### config.mk
export PLATFORM = sky130hd
export DESIGN_NAME = io_hub
export DESIGN_NICKNAME = d
export VERILOG_FILES = /design/src/rtl/io_hub.sv
export SDC_FILE = /design/constraint.sdc
export NUM_CORES = 2
export LEC_CHECK = 0
export ABC_AREA = 1
export BUFFER_PORTS_ARGS = -buffer_cell sky130_fd_sc_hd__buf_2
export CAP_MARGIN = 20
export CORE_MARGIN = 1.5
export CORE_UTILIZATION = 58
export DETAILED_ROUTE_END_ITERATION = 8
export PLACE_DENSITY = 0.8
export SETUP_SLACK_MARGIN = 0.02
export SYNTH_ARGS = -nofsm -noshare
export SYNTH_HDL_FRONTEND = slang
export SYNTH_SLANG_ARGS = --single-unit
### constraint.sdc
create_clock -name clk -period 40.2 [get_ports clk]
set_clock_uncertainty 0.1 [all_clocks]
set_input_delay 6.03 -clock clk [delete_from_list [all_inputs] [get_ports clk]]
set_output_delay 6.03 -clock clk [all_outputs]
set_load 0.02 [all_outputs]
### src/rtl/io_hub.sv
// io_hub: I/O port responder with 2-deep input FIFOs and registered output channels
module io_hub #(
  parameter int NUBITS = 32,
  parameter int NUIOIN = 8,
  parameter int NUIOOU = 8,
  localparam int AIN = NUIOIN > 1 ? $clog2(NUIOIN) : 1,
  localparam int AOU = NUIOOU > 1 ? $clog2(NUIOOU) : 1
) (
  input  logic                     clk,
  input  logic                     rst,
  input  logic                     req_in,
  input  logic [AIN-1:0]           addr_in,
  output logic [NUBITS-1:0]        io_in,
  input  logic                     out_en,
  input  logic [AOU-1:0]           addr_out,
  input  logic [NUBITS-1:0]        data_out,
  input  logic [NUIOIN-1:0]        in_valid,
  output logic [NUIOIN-1:0]        in_ready,
  input  logic [NUIOIN*NUBITS-1:0] in_data,
  output logic [NUIOIN-1:0]        in_avail,
  output logic [NUIOOU-1:0]        ou_valid,
  input  logic [NUIOOU-1:0]        ou_ready,
  output logic [NUIOOU*NUBITS-1:0] ou_data,
  input  logic                     err_clr,
  output logic [2:0]               err
);
  logic [NUIOIN-1:0] sel_in, und;
  logic [NUIOOU-1:0] sel_ou, ovr;
  logic [NUBITS-1:0] val [NUIOIN];
  logic [2:0] err_q, err_d;
  for (genvar i = 0; i < NUIOIN; i++) begin : g_in
    logic [NUBITS-1:0] m_q [2];
    logic [NUBITS-1:0] hold_q, head;
    logic [1:0] cnt_q, cnt_d;
    logic hd_q, tl_q, push, pop;
    assign sel_in[i] = addr_in == AIN'(i);
    assign in_ready[i] = (cnt_q != 2'd2) & ~rst;
    assign in_avail[i] = cnt_q != 2'd0;
    assign head = m_q[hd_q];
    assign push = in_valid[i] & in_ready[i];
    assign pop = req_in & sel_in[i] & in_avail[i];
    assign und[i] = req_in & sel_in[i] & ~in_avail[i];
    assign cnt_d = cnt_q + {1'b0, push} - {1'b0, pop};
    assign val[i] = in_avail[i] ? head : hold_q;
    // FIFO storage, pointers and last-popped value for this input channel
    always_ff @(posedge clk or posedge rst) begin
      if (rst) begin
        cnt_q <= 2'd0;
        hd_q <= 1'b0;
        tl_q <= 1'b0;
        hold_q <= '0;
        m_q[0] <= '0;
        m_q[1] <= '0;
      end else begin
        cnt_q <= cnt_d;
        if (push) begin
          m_q[tl_q] <= in_data[i*NUBITS +: NUBITS];
          tl_q <= ~tl_q;
        end
        if (pop) begin
          hold_q <= head;
          hd_q <= ~hd_q;
        end
      end
    end
  end
  for (genvar j = 0; j < NUIOOU; j++) begin : g_ou
    logic [NUBITS-1:0] od_q;
    logic ov_q, wr;
    assign sel_ou[j] = addr_out == AOU'(j);
    assign wr = out_en & sel_ou[j];
    assign ovr[j] = wr & ov_q & ~ou_ready[j];
    assign ou_valid[j] = ov_q;
    assign ou_data[j*NUBITS +: NUBITS] = od_q;
    // a same-cycle write keeps the channel valid even while it is being consumed
    always_ff @(posedge clk or posedge rst) begin
      if (rst) begin
        ov_q <= 1'b0;
        od_q <= '0;
      end else begin
        ov_q <= wr | (ov_q & ~ou_ready[j]);
        if (wr) od_q <= data_out;
      end
    end
  end
  // an unmatched address selects no channel, so the mux returns zero
  always_comb begin
    io_in = '0;
    for (int k = 0; k < NUIOIN; k++) io_in = io_in | (sel_in[k] ? val[k] : '0);
  end
  assign err_d = (err_clr ? 3'b000 : err_q) | {(req_in & ~|sel_in) | (out_en & ~|sel_ou), |ovr, |und};
  assign err = err_q;
  // sticky error flags; a new event wins over a simultaneous clear
  always_ff @(posedge clk or posedge rst) begin
    if (rst) err_q <= 3'b000;
    else err_q <= err_d;
  end
endmodule

### Yosys cells after proc, flatten, opt, wreduce, memory -nomap -nowiden

Cells that the tools add are included.

| word-level totals | value |
|---|---|
| flip-flop bits (word level) | 1,067 |
| bits of input ports | 315 |

| operators by class | value |
|---|---|
| $add $sub $neg | 16 |
| order comparisons | 24 |
| eq/ne operators | 22 |
| muxes and demuxes | 65 |
| bitwise logic cells | 140 |
| reduce and logical (&&, ||, !) cells | 24 |

Operator list:

| kind | count |
|---|---|
| $mux W32 | 48 |
| $bwmux W64 | 8 |
| $demux W32 S1 | 8 |
| $or A32 B32 Y32 | 7 |
| $and A1 B1 Y1 | 74 |
| $not A1 Y1 | 33 |
| $ge A2 B2 Y1 const B | 16 |
| $not A1 Y2 | 16 |
| $reduce_or A8 Y1 | 4 |
| $eq A3 B3 Y1 const B | 8 |
| $add A2 B1 Y2 | 8 |
| $lt A2 B1 Y1 const B | 8 |
| $ne A2 B2 Y1 const B | 8 |
| $reduce_bool A2 Y1 | 8 |
| $sub A2 B1 Y2 | 8 |
| $eq A3 B2 Y1 const B | 4 |
| $or A1 B1 Y1 | 9 |
| $logic_and A1 B1 Y1 | 8 |
| $eq A3 B1 Y1 const B | 2 |
| $logic_not A3 Y1 | 2 |
| $mux W3 | 1 |
| $or A3 B3 Y3 | 1 |
| $logic_not A1 Y1 | 2 |

### Depth between registers and ports, before layout

| logic depth | value |
|---|---|
| depth after elaboration | 13 |
| depth in mapped cells | 13 |
| gate-level depth less buffers | 10 |

### Least setup slack after synthesis

OpenSTA, ideal clock, no wires.

| path | value |
|---|---|
| path type | input to output |
| from | in addr_in[0] |
| to | out io_in[1] |
| data arrival time | 7,109 ps |
| slack | 26,961 ps |
| cell stages on the path | 7 |
| path buffers | 2 |
| cells stage by stage | buf_4 > nor3_2 > clkbuf_1 > nand3_1 > nand2_1 > nor2_1 > nand2_1 |

| on the way | value |
|---|---|
| word-level cells in the longest chain between the ends | 9 |
| elaborated cells between the ends (all ways) | 23 |
| those cells by class | 7 x eq/ne; 8 x mux; 7 x bitwise; 1 x reduce/logical |

Ends and longest elaborated chain:

| item | line | RTL |
|---|---|---|
| from (decl) | 12 | `input logic [AIN-1:0] addr_in,` |
| $eq A3 B1 Y1 / $logic_not A3 Y1 (equally long branches) | 36 | `assign sel_in[i] = addr_in == AIN'(i);` |
| $mux W32 | 89 | `for (int k = 0; k < NUIOIN; k++) io_in = io_in \| (sel_in[k] ? val[k] : '0);` |
| $or A32 B32 Y32 (6 in series) | 89 |  |
| $or A32 B32 Y32 * | 89 |  |
| to (decl) | 13 | `output logic [NUBITS-1:0] io_in,` |

Mark *: on every way between the ends. The rest lies on a longest branch, timed or not.

### Worst setup path in the final report

| path | value |
|---|---|
| from | in addr_in[0] |
| to | out io_in[5] |

The elaborated chain is that of the path after synthesis.

==> out/qor.yml <==
rows: 105
max_cap_violations: 0
die_area_um2: 84110
worst_pin_slew_ns: 1.058
r2r-start: "g_in[2].cnt_q[1]$_DFF_PP0_"
boundaryPins: 630
final_nets: 6823
total_power_mw: 4.510
relSlewSlack: 0.2949
cts.clk_slew.worst_paths_ns: 0.06
max_freq_mhz: 70.18
r2r_cells: 9
end_kind: "output port"
holdPathStages: 2
design_area_um2: 55400
setup_violations: 0
grt_setup_unrepaired: "false"
track_usage: 0.3973
die_w_um: 290.0
io_buffers: 629
critPathLaunchType: "input pin"
ff2ff_setup_slack_ns: 37.54
post_drt_wl_per_cell_um: 21.85
htreeDepth: 3
combPwrFrac: 0.389
dp_slack_ns: 26.02
met1_length_mm: 62.33
yosys.area.top_type: "dfrtp_1"
cts_resized: 0
antenna_left: 0
ys_ff_latch: 1067
numClockSinks: 1067
synth_top_area_frac: 0.5588
min_period_ns: 14.25
cp_data_arrival_time_ns: 8.12
ys_top_cells_by_count: "nand2_1 (2238), dfrtp_1 (1067), o21ai_0 (956)"
reg2reg_to: "g_in[2].cnt_q[1]$_DFF_PP0_"
initial_utilization: 0.5837
status: "finished, final reports clean"
switching_share: 0.4299
min_period_over_period: 0.3545
worstPathMaxFanout: 34
seq_area_frac_synth: 0.5588
overflow: 0
cts_buffers: 111
switching_power_mw: 1.939
grt_pass1_wl_mm: 254.2
hold_buffers: 0
synth_nets: 6357
timing.setup.tns_ns: 0
worstSetupPathType: "in -> out"
first_pass_iters: 6
vdd_drop_max_v: 0.00005260
clkPwrFrac: 0.231
crit_end: "io_in[5]"
route.detailed.drc: 0
internal_power_mw: 2.571
synth_cells: 6026
tritoncts: "yes"
place_area_um2: 51510
grt_pass1_vias: 41960
dp.final_hpwl_mm: 116.8
p_leak_nw: 29.89
top_layer_used: "met5"
met2_length_mm: 73.52
critical_path_required_ns: 34.07
setup_ws_ns: 25.95
clk_path_buf_depth: 3
place_congestion: 0.9668
syn_area_um2: 47780
core_area_um2: 81850
root_buffer: "clkbuf_16"
wl_mm: 167.5
synth-warning-count: 0
async_reset_ff_frac: 1.000
synth-main-ff-cell: "dfrtp_1"
grt_max_degree: 179
worstSetupStartpoint: "addr_in[0]"
drive_gt1_frac: 0.1408
min_path_type: "reg -> reg"
yosysUniqueCellTypes: 25
slew_violations: 0
fp.dieH_um: 290.0
seqPwrFrac: 0.380
viasPerCell: 5.748
p_per_area_nw_per_um2: 81.41
finalHoldViolCount: 0
synth.top_cells.by_area: "dfrtp_1 (56%), nand2_1 (18%), o21ai_0 (10%)"
via_count: 44070
synth.avg_cell_area_um2: 7.929
dr_wl_met3_mm: 18.10
nFillCells: 6730
drtIter0Drc: 5184
post_cts_buffers: 0
clk_latency_ns: 0.70
antenna_found_initial: 18
area_growth_pct: 15.96
synth-edff-count: 0
yosysMostFrequentCell: "nand2_1"
state kept, by name, indices dropped and copies added (netlist names):
register / flops
err: 3
g_in.cnt_q: 16
g_in.hd_q: 8
g_in.hold_q: 256
g_in.m_q: 512
g_in.tl_q: 8
g_ou.od_q: 256
g_ou.ov_q: 8
metal layers:
metal / global-route usage / vias to the layer above
met4: 0.2671 / 10
li1: - / 19920
met1: 0.5125 / 20970
met2: 0.5961 / 2633
met3: 0.1002 / 547
met5: 0 / -
cell type report:
cell class | count | area, um2 | share of cell area
well taps | 1070 | 1339 | 0.02416
multi-input cells | 3998 | 17450 | 0.3150
clock inverters | 45 | 476.7 | 0.008604
clock buffers | 159 | 3211 | 0.05795
inverters | 605 | 2278 | 0.04112
diodes | 14 | 35.03 | 0.0006323
repair buffers | 709 | 3911 | 0.07059
flip-flops and latches | 1067 | 26700 | 0.4819
kinds of logic after synthesis:
family                   Yosys count  share of synthesized area
buffers and inverters            961                    0.07877
AND/OR/NAND/NOR                 2885                     0.2413
adder cells (fa/ha/maj)           16                   0.004190
XOR/XNOR                          24                   0.004400
AO/OA/AOI/OAI                   1073                     0.1125
flip-flops                      1067                     0.5588
placed cells by master (no fill, tap or decap), types with 3 or more instances in the layout:
master / instances
nand3_2: 9
xnor2_1: 9
buf_2: 629
xor2_1: 15
inv_1: 597
diode_2: 14
nor2_4: 9
nor2_1: 118
dfrtp_1: 1067
nor2_2: 7
buf_4: 70
clkbuf_1: 25
nand3b_1: 8
clkbuf_8: 21
clkbuf_16: 113
clkinv_2: 26
clkinvlp_4: 5
nor3_2: 3
inv_2: 5
nand4_1: 3
o21ai_1: 44
o21ai_0: 956
buf_12: 5
nand2_1: 2236
nand3_1: 486
bufinv_16: 7
a21oi_1: 71
buf_16: 5
ha_1: 16
worst min-delay path by stage:
stage                                 start                            to  slack, ns
2_1_floorplan   g_in[0].m_q[30]$_DFFE_PP0P_   g_in[0].m_q[30]$_DFFE_PP0P_       0.35
3_3_place_gp   g_ou[0].od_q[31]$_DFFE_PP0P_  g_ou[0].od_q[31]$_DFFE_PP0P_       0.36
3_5_place_dp    g_ou[4].od_q[7]$_DFFE_PP0P_   g_ou[4].od_q[7]$_DFFE_PP0P_       0.37
4_1_cts         g_ou[5].od_q[9]$_DFFE_PP0P_   g_ou[5].od_q[9]$_DFFE_PP0P_       0.38
5_1_grt         g_ou[0].od_q[1]$_DFFE_PP0P_   g_ou[0].od_q[1]$_DFFE_PP0P_       0.40
6_report        g_ou[5].od_q[9]$_DFFE_PP0P_   g_ou[5].od_q[9]$_DFFE_PP0P_       0.38
per-stage QoR:
stage,utilization,hold slack (ns),cells
after detailed placement,0.6294,0.3673,7442
after global placement,0.6288,0.3612,7440
final,0.6769,0.3791,7667
after CTS,0.6744,0.3825,7646
after global routing,0.6768,0.3962,7663
after floorplan,-,0.3529,6026
critical path, cell delays in order:
cell,delay (ns)
buf_2,0.21
nand3_2,0.75
a21oi_1,0.45
nand2_1,0.08
nand2_1,0.09
nor2_1,0.13
nand2_1,0.18
buf_2,0.19
power groups by stage:
stage          Combinational [mW]  Sequential (mW)  Clock (mW)
5_1_grt                      1.89             1.76        1.09
6_report                     1.75             1.71        1.04
4_1_cts                      1.70             1.71        1.04
3_5_place_dp                 1.69             1.72           0
3_3_place_gp                 1.67             1.70           0
2_1_floorplan               0.983             1.74           0
Power figures use the tool's default switching activity.
